--- src/rtl/fetch_unit_pkg.sv ---
// Shared types and constants for the fetch front end.
// Queue entries are sized by PKG_ADDR_WIDTH/PKG_DATA_WIDTH; fetch_unit's width parameters default to these.
package parameter_pkg;

  localparam int INST_BYTES     = 4;
  localparam int PKG_ADDR_WIDTH = 32;
  localparam int PKG_DATA_WIDTH = 32;

  typedef enum logic [1:0] {
    FETCH = 2'd0,
    STALL = 2'd1,
    IDLE  = 2'd2
  } fetch_state_t;

  typedef struct packed {
    logic [PKG_ADDR_WIDTH-1:0] pc;
    logic [PKG_DATA_WIDTH-1:0] inst;
    logic                      pred_taken;
  } fq_entry_t;

endpackage

--- src/rtl/fetch_unit_fetch_queue.sv ---
// Two-in / two-out circular FIFO of fetched instructions with a single-cycle flush.
// Callers must never push more than the free space or pop more than the occupancy.
module fetch_queue
  import parameter_pkg::*;
#(
  parameter int DEPTH = 8,
  parameter int CW    = $clog2(DEPTH) + 1
) (
  input  logic            clk,
  input  logic            rst_n,
  input  logic            i_flush,
  input  logic [1:0]      i_push_n,
  input  fq_entry_t       i_push_0,
  input  fq_entry_t       i_push_1,
  input  logic [1:0]      i_pop_n,
  output fq_entry_t       o_head_0,
  output fq_entry_t       o_head_1,
  output logic [CW-1:0]   o_count
);

  localparam int PW = $clog2(DEPTH);

  fq_entry_t         r_mem [DEPTH];
  logic [PW-1:0]     r_head;
  logic [PW-1:0]     r_tail;
  logic [CW-1:0]     r_count;
  logic [PW-1:0]     w_head_1;
  logic [PW-1:0]     w_tail_1;

  assign w_head_1 = r_head + PW'(1);
  assign w_tail_1 = r_tail + PW'(1);

  always_ff @(posedge clk or negedge rst_n) begin
    if (!rst_n) begin
      r_head  <= '0;
      r_tail  <= '0;
      r_count <= '0;
    end else if (i_flush) begin
      r_head  <= '0;
      r_tail  <= '0;
      r_count <= '0;
    end else begin
      r_head  <= r_head + PW'(i_pop_n);
      r_tail  <= r_tail + PW'(i_push_n);
      r_count <= r_count + CW'(i_push_n) - CW'(i_pop_n);
    end
  end

  // NOTE: storage has no reset; the pointers and count define which entries are live, so stale data is never observed.
  always_ff @(posedge clk) begin
    if (!i_flush) begin
      if (i_push_n != 2'd0) r_mem[r_tail]   <= i_push_0;
      if (i_push_n == 2'd2) r_mem[w_tail_1] <= i_push_1;
    end
  end

  assign o_head_0 = r_mem[r_head];
  assign o_head_1 = r_mem[w_head_1];
  assign o_count  = r_count;

endmodule

--- src/rtl/fetch_unit.sv ---
// Fetch stage: PC register, next-PC selection and FETCH/STALL/IDLE control feeding a
// 2-wide fetch queue; decode outputs come only from registered queue state.
module fetch_unit
  import parameter_pkg::*;
#(
  parameter int                    ADDR_WIDTH = PKG_ADDR_WIDTH,
  parameter int                    DATA_WIDTH = PKG_DATA_WIDTH,
  parameter int                    FQ_DEPTH   = 8,
  parameter logic [ADDR_WIDTH-1:0] RESET_PC   = '0
) (
  input  logic                      clk,
  input  logic                      rst_n,
  output logic [ADDR_WIDTH-1:0]     rom_addr,
  output logic                      rom_predict_taken,
  input  logic [DATA_WIDTH-1:0]     rom_inst_0,
  input  logic [DATA_WIDTH-1:0]     rom_inst_1,
  input  logic [1:0]                rom_valid,
  input  logic                      bp_taken,
  input  logic [ADDR_WIDTH-1:0]     bp_target,
  input  logic                      redirect_valid,
  input  logic [ADDR_WIDTH-1:0]     redirect_pc,
  output logic [1:0]                dec_valid,
  output logic [DATA_WIDTH-1:0]     dec_inst_0,
  output logic [DATA_WIDTH-1:0]     dec_inst_1,
  output logic [ADDR_WIDTH-1:0]     dec_pc_0,
  output logic [ADDR_WIDTH-1:0]     dec_pc_1,
  output logic [1:0]                dec_pred_taken,
  input  logic                      dec_ready,
  output logic [$clog2(FQ_DEPTH):0] fq_count,
  output logic [1:0]                fetch_state
);

  localparam int CW = $clog2(FQ_DEPTH) + 1;

  fetch_state_t          r_state;
  fetch_state_t          w_next_state;
  logic [ADDR_WIDTH-1:0] r_pc;
  logic [ADDR_WIDTH-1:0] w_next_pc;
  logic [CW-1:0]         w_count;
  logic [CW-1:0]         w_free;
  logic [CW-1:0]         w_free_after;
  logic                  w_fetch_en;
  logic [1:0]            w_n_push;
  logic [1:0]            w_n_pop;
  logic [1:0]            w_dec_valid;
  fq_entry_t             w_push_0;
  fq_entry_t             w_push_1;
  fq_entry_t             w_head_0;
  fq_entry_t             w_head_1;
  logic                  w_unused;

  // Free space is taken from the registered count; pops this cycle are not credited.
  assign w_free       = CW'(FQ_DEPTH) - w_count;
  assign w_dec_valid  = {w_count >= CW'(2), w_count >= CW'(1)};
  assign w_n_pop      = dec_ready ? (w_dec_valid[1] ? 2'd2 : {1'b0, w_dec_valid[0]}) : 2'd0;
  assign w_free_after = w_free - CW'(w_n_push) + CW'(w_n_pop);

  // NOTE: sequential state uses non-blocking assignments so every flop samples pre-edge values.
  always_ff @(posedge clk or negedge rst_n) begin
    if (!rst_n) begin
      r_state <= FETCH;
      r_pc    <= RESET_PC;
    end else begin
      r_state <= w_next_state;
      r_pc    <= w_next_pc;
    end
  end

  // NOTE: each combinational block assigns a default first so no path leaves a latch behind.
  always_comb begin
    w_next_state = r_state;
    if (redirect_valid) begin
      w_next_state = FETCH;
    end else begin
      case (r_state)
        FETCH: begin
          if (w_free_after < CW'(2))               w_next_state = STALL;
          else if (w_fetch_en && w_n_push == 2'd0) w_next_state = IDLE;
        end
        STALL:   if (w_free >= CW'(2)) w_next_state = FETCH;
        IDLE:    w_next_state = IDLE;
        default: w_next_state = FETCH;
      endcase
    end
  end

  // Fetching is only done in FETCH; IDLE keeps the PC parked until a redirect arrives.
  always_comb begin
    w_fetch_en = (r_state == FETCH) && (w_free >= CW'(2)) && !redirect_valid;
    w_n_push   = 2'd0;
    if (w_fetch_en) begin
      if (rom_valid == 2'b11) w_n_push = 2'd2;
      else if (rom_valid[0])  w_n_push = 2'd1;
    end
  end

  always_comb begin
    w_next_pc = r_pc + ADDR_WIDTH'(w_n_push) * ADDR_WIDTH'(INST_BYTES);
    if (redirect_valid)                     w_next_pc = {redirect_pc[ADDR_WIDTH-1:2], 2'b00};
    else if (w_n_push != 2'd0 && bp_taken)  w_next_pc = {bp_target[ADDR_WIDTH-1:2], 2'b00};
  end

  assign w_push_0 = '{pc: r_pc, inst: rom_inst_0, pred_taken: bp_taken};
  assign w_push_1 = '{pc: r_pc + ADDR_WIDTH'(INST_BYTES), inst: rom_inst_1, pred_taken: 1'b0};

  fetch_queue #(
    .DEPTH (FQ_DEPTH)
  ) u_fetch_queue (
    .clk      (clk),
    .rst_n    (rst_n),
    .i_flush  (redirect_valid),
    .i_push_n (w_n_push),
    .i_push_0 (w_push_0),
    .i_push_1 (w_push_1),
    .i_pop_n  (w_n_pop),
    .o_head_0 (w_head_0),
    .o_head_1 (w_head_1),
    .o_count  (w_count)
  );

  assign rom_addr          = r_pc;
  assign rom_predict_taken = bp_taken;
  assign dec_valid         = w_dec_valid;
  assign dec_inst_0        = w_dec_valid[0] ? w_head_0.inst : '0;
  assign dec_inst_1        = w_dec_valid[1] ? w_head_1.inst : '0;
  assign dec_pc_0          = w_dec_valid[0] ? w_head_0.pc   : '0;
  assign dec_pc_1          = w_dec_valid[1] ? w_head_1.pc   : '0;
  assign dec_pred_taken    = w_dec_valid & {w_head_1.pred_taken, w_head_0.pred_taken};
  assign fq_count          = w_count;
  assign fetch_state       = r_state;

  // Low address bits of redirect and branch targets are always forced to word alignment.
  assign w_unused = ^{bp_target[1:0], redirect_pc[1:0]};

endmodule

--- config.mk ---
export PLATFORM = sky130hd
export DESIGN_NAME = fetch_unit
export DESIGN_NICKNAME = d
export VERILOG_FILES = /design/src/rtl/fetch_unit_pkg.sv /design/src/rtl/fetch_unit_fetch_queue.sv /design/src/rtl/fetch_unit.sv
export SDC_FILE = /design/constraint.sdc
export NUM_CORES = 1
export LEC_CHECK = 0
export CORE_ASPECT_RATIO = 1.1
export CORE_MARGIN = 2
export CORE_UTILIZATION = 40
export DETAILED_ROUTE_END_ITERATION = 16
export GPL_TIMING_DRIVEN = 1
export MAX_ROUTING_LAYER = met4
export SYNTH_ARGS = -nofsm -noshare
export SYNTH_HDL_FRONTEND = slang
export SYNTH_SLANG_ARGS = --single-unit
--- constraint.sdc ---
create_clock -name clk -period 5 [get_ports clk]
set_clock_uncertainty 0.1 [all_clocks]
set_input_delay 1 -clock clk [delete_from_list [all_inputs] [get_ports clk]]
set_output_delay 1 -clock clk [all_outputs]
set_load 0.005 [all_outputs]
==> flow_metrics.tcl <==
set metrics [dict create \
    synthArstFlopShare 0.0769 \
    core_um2 82900 \
    synth_ff_type "edfxtp_1" \
    period_minus_slack_ns 4.57 \
    worst-path-buf-inv 3 \
    netlist_instances 2797 \
    antenna_found_initial 7 \
    cts_tree "yes" \
    fin_util 0.475 \
    viasPerCell 6.65 \
    syn2layout_area_growth_pct 18.1 \
    dp_slack_ns 0.299 \
    die_area_um2 85700 \
    timing.setup.tns_ns 0 \
    start_kind "flop" \
    placed_cell_area_um2 37500 \
    worstMarginPinSlew_ns 1.34 \
    ys_seq_area_frac 0.483 \
    routabilityCongestion 0.853 \
    ios 306 \
    wl_mm 125 \
    grt_pass1_vias 27100 \
    fill_cells 7346 \
    place_inst 3917 \
    drive_above_1_share 0.169 \
    yosys-top-cells-area "edfxtp_1 (45%), mux4_2 (17%), a22o_1 (6.7%), nand2_1 (3.7%), o21ai_0 (3.5%)" \
    fin_nets 3070 \
    setup_viol 0 \
    grt_overflow 0 \
    track_usage 0.295 \
    dp_hpwl_mm 75.0 \
    final_cells 4037 \
    slowest_stage "buf_12" \
    maxCapViolCount 0 \
    insertion_delay_ns 0.64 \
    max_freq_ghz 0.219 \
    drtAntennaViolNets 0 \
    hold-worst-slack_ns 0.347 \
    layout_setup_ws_ns 0.435 \
    port_buffers 295 \
    yosys.area.top_type "edfxtp_1" \
    design_area_um2 39400 \
    cts_made_buffers 61 \
    routed-via-count 26900 \
    relSlewSlack 0.101 \
    p_leak_nw 13.1 \
    drt_iter0_drc 2960 \
    synth-seq-cells 546 \
    grt_max_degree 105 \
    path_max_fanout 104 \
    fp-row-count 111 \
    critPathCaptureType "primary output" \
    hold_viol_final 0 \
    critical_path_class "reg2out" \
    synth_top_area_frac 0.446 \
    cts_root_buf "clkbuf_16" \
    clkTransAtPathRegs_ns 0.06 \
    peakVddDrop_mv 0.416 \
    min_path_type "in2async" \
    postCtsSetupBuffers 0 \
    critPathTopFamily "buffers and inverters" \
    synth_edf_count 496 \
    worstPathCellList "buf_12, buf_4, mux4_2, mux2i_1, nor2_1, clkdlybuf4s50_1" \
    maxSlewViolCount 0 \
    yosys.cell_count.top_type "edfxtp_1" \
    start_util 0.402 \
    grt_pass1_wl_mm 180 \
    die-height_um 307 \
    cts_buffer_depth 3 \
    worstPathArrival_ns 3.47 \
    yosys-top-cells-count "edfxtp_1 (496), nand2_1 (329), a22o_1 (257)" \
    r2r_setup_slack_ns 0.65 \
    drc_errors 0 \
    cp_slowest_stage_delay_ns 0.56 \
    status "finished, final reports clean" \
    cts_resized 0 \
    ctsHoldBuffers 0 \
    wl_per_cell_um 30.9 \
    power.total_mw 18.1 \
    netlist_area_um2 33400 \
    cp_data_required_time_ns 3.90 \
    rsz0062_at_grt "false" \
    synth_warnings 0 \
    p_per_area_nw_per_um2 460 \
    htreeDepth 2 \
    synth_area_per_cell_um2 11.9 \
    die_w_um 279 \
    fin_crit_sh 0.913 \
    cts_sinks 546 \
    ys_types 72 \
    drtPass1Iterations 6 \
]
-- worst reg2reg max path, cell delays in order (launching register included) --
cell	delay, ns
dfrtp_1	0.42
inv_1	0.15
ha_1	0.21
xor2_1	0.26
ha_1	0.21
o21ai_0	0.22
a21boi_2	0.47
nand2_1	0.24
inv_1	0.22
fa_1	0.49
inv_1	0.08
ha_1	0.22
a211oi_1	0.28
xnor2_1	0.10
a22o_1	0.23
a221oi_1	0.25
o21a_1	0.14
-- routing by layer --
| metal | routed length, um | up-vias | global-route usage |
|---|---|---|---|
| met5 | 0 | - | - |
| li1 | - | 11100 | - |
| met4 | 5740 | 0 | 0.126 |
| met1 | 46600 | 13500 | 0.371 |
| met3 | 13000 | 394 | 0.0522 |
| met2 | 59600 | 1841 | 0.471 |
-- cell type report --
class,instances,area [um^2],share of cell area
multi-input cells,1867,15800,0.401
well taps,1073,1340,0.0341
clock inverters,34,319,0.00810
clock buffers,78,1610,0.0409
diodes,8,20.0,0.000508
repair buffers,398,4070,0.103
inverters,33,124,0.00314
flip-flops and latches,546,16100,0.409
-- layout by cell type, fill, tap and decap left out, drive strengths merged, types with 9 or more instances in the layout --
cell           synthesis  routed
a21o                  52      52
a21oi                143     143
a22o                 257     257
a22oi                 12      12
a31oi                 23      23
and2                   9       9
and3                   9       9
buf                  192     105
clkbuf               164      78
clkdlybuf4s50          0     293
clkinv                 4      28
dfrtp                 42      42
edfxtp               496     496
ha                    21      21
inv                   29      30
mux2i                 73      73
mux4                 252     252
nand2                329     329
nand3                 58      58
nand4                 15      15
nor2                 102     102
nor3                  87      87
nor4                  17      17
o21ai                242     242
o22ai                 11      11
o2bb2ai                9       9
o31ai                 15      15
or2                   13      13
or3                   16      16
xnor2                 19      19
xor2                  27      27
-- where the power goes --
part | internal, mW | switching [mW]
clock | 2.53 | 1.92
combinational | 3.75 | 4.21
sequential | 5.31 | 0.400
total | 11.6 | 6.54
-- cell families (layout without fill, tap and decap cells) --
| logic type | Yosys count | after routing | share of synthesized area |
|---|---|---|---|
| compound gates | 782 | 782 | 0.156 |
| simple gates | 679 | 679 | 0.0944 |
| flops | 546 | 546 | 0.483 |
| buf+inv | 389 | 543 | 0.0498 |
| mux | 326 | 326 | 0.192 |
| xor+xnor | 46 | 46 | 0.0121 |
| fa+ha+maj | 28 | 28 | 0.0121 |
| other cells | 1 | 14 | 0.000112 |
-- sequential cells by signal (all words and copies together) (netlist names) --
signal,count
u_fetch_queue.r_mem,504
u_fetch_queue.r_tail,3
rom_addr,30
fetch_state,2
u_fetch_queue.o_count,4
u_fetch_queue.r_head,3
-- worst paths after layout --
path / end / from / cells after the start
min in group clk: u_fetch_queue.r_mem[6][0] / u_fetch_queue.r_mem[6][0] / 2
hold reg to reg: u_fetch_queue.r_mem[6][0] / u_fetch_queue.r_mem[6][0] / 2
hold / removal: rom_addr[26] / rst_n / 2
max in group asynchronous: u_fetch_queue.r_head[1] / rst_n / 2
setup / recovery: dec_inst_0[28] / u_fetch_queue.r_head[0] / 6
setup reg to reg: fetch_state[1] / u_fetch_queue.o_count[1] / 16
No activity file was read; power rests on OpenSTA's default activity.
==> RTL edit 1 (same settings) <==
`PKG_ADDR_WIDTH`: 32 -> 16.
--- a/src/rtl/fetch_unit_pkg.sv
+++ b/src/rtl/fetch_unit_pkg.sv
@@ -5,3 +5,3 @@
   localparam int INST_BYTES     = 4;
-  localparam int PKG_ADDR_WIDTH = 32;
+  localparam int PKG_ADDR_WIDTH = 16;
   localparam int PKG_DATA_WIDTH = 32;
Interface: changed (5 resized); port bits go from 306 to 226. The function was not compared with the original's and may differ.
==> RTL edit 1 against the unedited design <==
- die area is 28% lower
- combinational power is 20% lower
- sequential cell count is 144 lower
- routed wire length is 37% lower
- sequential share of layout area is 1.4 points higher
- area after synthesis is 28% lower
- worst hold slack better by 0.056 ns
- power is 24% lower
- worst setup slack worse by 0.33 ns
- design area is 29% lower
- critical path type unchanged
- largest power group unchanged
==> RTL edit 1: results (changes against the unedited design) <==
Area contributors post-synth -> edfxtp_1 (46%), mux4_2 (18%), a22o_1 (8.7%)
Post-synthesis adder-cell area fraction -> 1.677% (+0.47 points)
List of most frequent post-synthesis cells -> edfxtp_1 (368), a22o_1 (238), nand2_1 (222)
DP Worst Slack -> 0.4217 ns (+0.1227 ns)
Worst slew margin -> 7.850% (-2.2 points)
Syn Area/Cell -> 12.97 µm² (+8.8%)
Worst Hold Slack -> 0.4034 ns (+0.05640 ns)
Drt first pass iters -> 7 (+1)
Reg2reg setup slack -> 0.67 ns (+0.02 ns)
Post-Synth XOR/XNOR Area -> 0.8386% (-0.37 points)
Outcome -> finished clean
Final Power -> 0.01380 W (-24%)
Met2 usage -> 42.82% (-4.3 points)
Hold WC Path Type -> reg -> reg
Crit path largest cell delay -> 1.03 ns (+0.47 ns)
Fmax -> 204.2 MHz (-6.8%)
Sequential area share after synthesis -> 49.38% (+1.1 points)
R2r worst-path depth -> 17 (+1)
Final WL -> 78500 µm (-37%)
Met1 Usage GRT -> 31.34% (-5.8 points)
Max rail drop VDD -> 0.4781 mV (+15%)
Met2 wire len -> 38520 µm (-35%)
Library cells used by synthesis -> 61 (-15%)
Clk pwr share -> 23.7% (-0.8 points)
Met1 WL -> 29620 µm (-36%)
Nets@finish -> 2045 (-33%)
CTS buffer count -> 45 (-26%)
Overall global routing resource usage -> 25.98% (-3.5 points)
CP max FO -> 14 (-87%)
Largest net degree at the start of global routing -> 111 (+5.7%)
# fillers -> 5136 (-30%)
Avg Vias per Cell -> 6.426 (-3.4%)
Largest register FFs -> 376 (-25%)
Number of synthesized flops with an enable pin -> 368 (-26%)
Compound-Gate Fraction of Synth Area -> 15.85% (+0.22 points)
Worst setup path endpoint -> dec_pc_1[4]
Post-DP Area -> 26650 µm² (-29%)
Share of layout cells above drive strength 1 -> 19.70% (+2.8 points)
Total number of vias -> 17504 (-35%)
Placed Cells -> 2635 (-33%)
Crit path max-delay family -> XOR/XNOR gates
First-pass GRT wire length -> 115700 µm (-36%)
Vias in the first global route -> 18097 (-33%)
Clock Latency Late Sink -> 0.59 ns (-0.05 ns)
Sequential share of power -> 30.1% (-1.4 points)
Multiplexer area fraction after synthesis -> 19.80% (+0.57 points)
==> RTL edit 1: cell count changes after synthesis, moves of 29 or more <==
| cell | unedited run | this run |
|---|---|---|
| a21o_1 | 52 | 2 |
| a21oi_1 | 143 | 60 |
| a22o_2 | 0 | 34 |
| clkbuf_1 | 163 | 66 |
| edfxtp_1 | 496 | 368 |
| mux4_2 | 252 | 188 |
| nand2_1 | 329 | 222 |
| nand3_1 | 57 | 9 |
| nor2_1 | 99 | 70 |
| nor3_1 | 84 | 19 |
| o21ai_0 | 233 | 81 |
==> RTL edit 1: final cells by class <==
| type | count | area [µm²] | area share [%] |
|---|---|---|---|
| diodes | 7 | 17.52 | 0.06238 |
| clock buffers | 60 | 1225 | 4.362 |
| clock inverters | 22 | 185.2 | 0.6594 |
| inverters | 36 | 135.1 | 0.4812 |
| multi-input cells | 1158 | 10940 | 38.95 |
| flip-flops and latches | 402 | 11870 | 42.28 |
| well taps | 768 | 960.9 | 3.422 |
| repair buffers | 271 | 2748 | 9.784 |
==> RTL edit 2 (same settings) <==
Made on the original files. Register the output `fq_count`, without a reset; this adds one clock of latency there. The other outputs are not delayed to match.
--- a/src/rtl/fetch_unit.sv
+++ b/src/rtl/fetch_unit.sv
@@ -128,3 +128,5 @@
   assign dec_pred_taken    = w_dec_valid & {w_head_1.pred_taken, w_head_0.pred_taken};
-  assign fq_count          = w_count;
+  always_ff @(posedge clk) begin
+    fq_count <= w_count;
+  end
   assign fetch_state       = r_state;
Check against the original RTL: not equivalent (a bounded check fails within 4 cycles, from zero or initial values and one cycle with rst_n low).
==> RTL edit 2 against the unedited design <==
- sequential cell count grew 4
- design area barely moved
- first-iteration DRC count increased by 23%
- via count grew 0.13%
- register-to-register slack improved by 0.12 ns
- sequential share of layout area is 0.23 points higher
- power decreased by 0.77%
- area after synthesis is essentially flat
- clock power shrank 2%
- final cell count is 0.35% lower
- critical endpoint is now dec_pc_1[24]
- routed wire length is 0.71% higher
- global-route usage grew 0.17 points
- worst setup slack better by 0.0033 ns
==> RTL edit 2: results (changes against the unedited design) <==
Met2 usage -> 47.71% (+0.57 points)
CP max FO -> 23 (-78%)
Area contributors post-synth -> edfxtp_1 (45%), mux4_2 (17%), a22o_1 (6.7%)
R2r worst-path depth -> 15 (-1)
Worst setup path endpoint -> dec_pc_1[24]
Vias in the first global route -> 27143 (+0.16%)
Final Power -> 0.01798 W (-0.77%)
CP max stage cell -> mux4_2
Initial antenna violation count -> 3 (-4)
CTS buffer count -> 59 (-3.3%)
Library cells used by synthesis -> 63 (-13%)
Leak -> 12.58 nW (-3.7%)
DP HPWL -> 76900 µm (+2.6%)
Hold WC Path Type -> reg -> reg
Fmax -> 219.2 MHz (about the same)
Sequential area share after synthesis -> 48.51% (+0.23 points)
Clk. pwr -> 0.00435 W (-2%)
Nets@finish -> 3067 (-0.098%)
Outcome -> finished clean
Share of layout cells above drive strength 1 -> 17.10% (+0.19 points)
WP data arrival -> 3.46 ns (about the same)
# fillers -> 7306 (-0.54%)
Ys async rst share -> 7.636% (-0.056 points)
List of most frequent post-synthesis cells -> edfxtp_1 (496), nand2_1 (331), a22o_1 (256)
GR Util met3 -> 5.296% (+0.076 points)
Met2 wire len -> 60310 µm (+1.2%)
RR Endpoint -> rom_addr[16]$_DFF_PN0_
Initial DRC count -> 3654 (+23%)
Post-DP Area -> 37550 µm² (+0.23%)
DP Worst Slack -> 0.4291 ns (+0.1300 ns)
Gpl congestion -> 0.8907 (+4.5%)
Reg2reg setup slack -> 0.77 ns (+0.12 ns)
First-pass GRT wire length -> 180800 µm (+0.67%)
Largest net degree at the start of global routing -> 98 (-6.7%)
Met1 WL -> 47120 µm (+1.1%)
Avg Vias per Cell -> 6.685 (+0.48%)
Net Sw Power -> 0.006510 W (-0.39%)
==> RTL edit 2: final cells by class <==
type                            count  share of cell area [%]
Sequential cell                   550                   41.12
Multi-Input combinational cell   1855                   40.05
Timing Repair Buffer              406                   10.44
Clock buffer                       73                   3.881
Tap cell                         1073                   3.408
Clock inverter                     32                  0.7814
Inverter                           31                  0.2954
Antenna cell                        3                 0.01906
==> RTL edit 2: metrics by stage <==
stage | hold WS (ns) | cells
3_3_place_gp | 0.3120 | 3915
6_report | 0.3175 | 4023
3_5_place_dp | 0.3071 | 3915
5_1_grt | 0.3257 | 4023
2_1_floorplan | 0.2866 | 2795
4_1_cts | 0.3215 | 4020
==> RTL edit 2: logic make-up (layout without fill, tap and decap cells) <==
kind of cell	after synthesis	count (layout)	synth area share, %
DFF	550	550	48.51
other	1	9	0.01124
adders and majority gates	29	29	1.245
and+or+nand+nor	644	644	8.952
AOI/OAI and AO/OA	803	803	15.87
xor gates and xnor gates	44	44	1.155
buffers and inverters	390	542	4.931
muxes	329	329	19.33
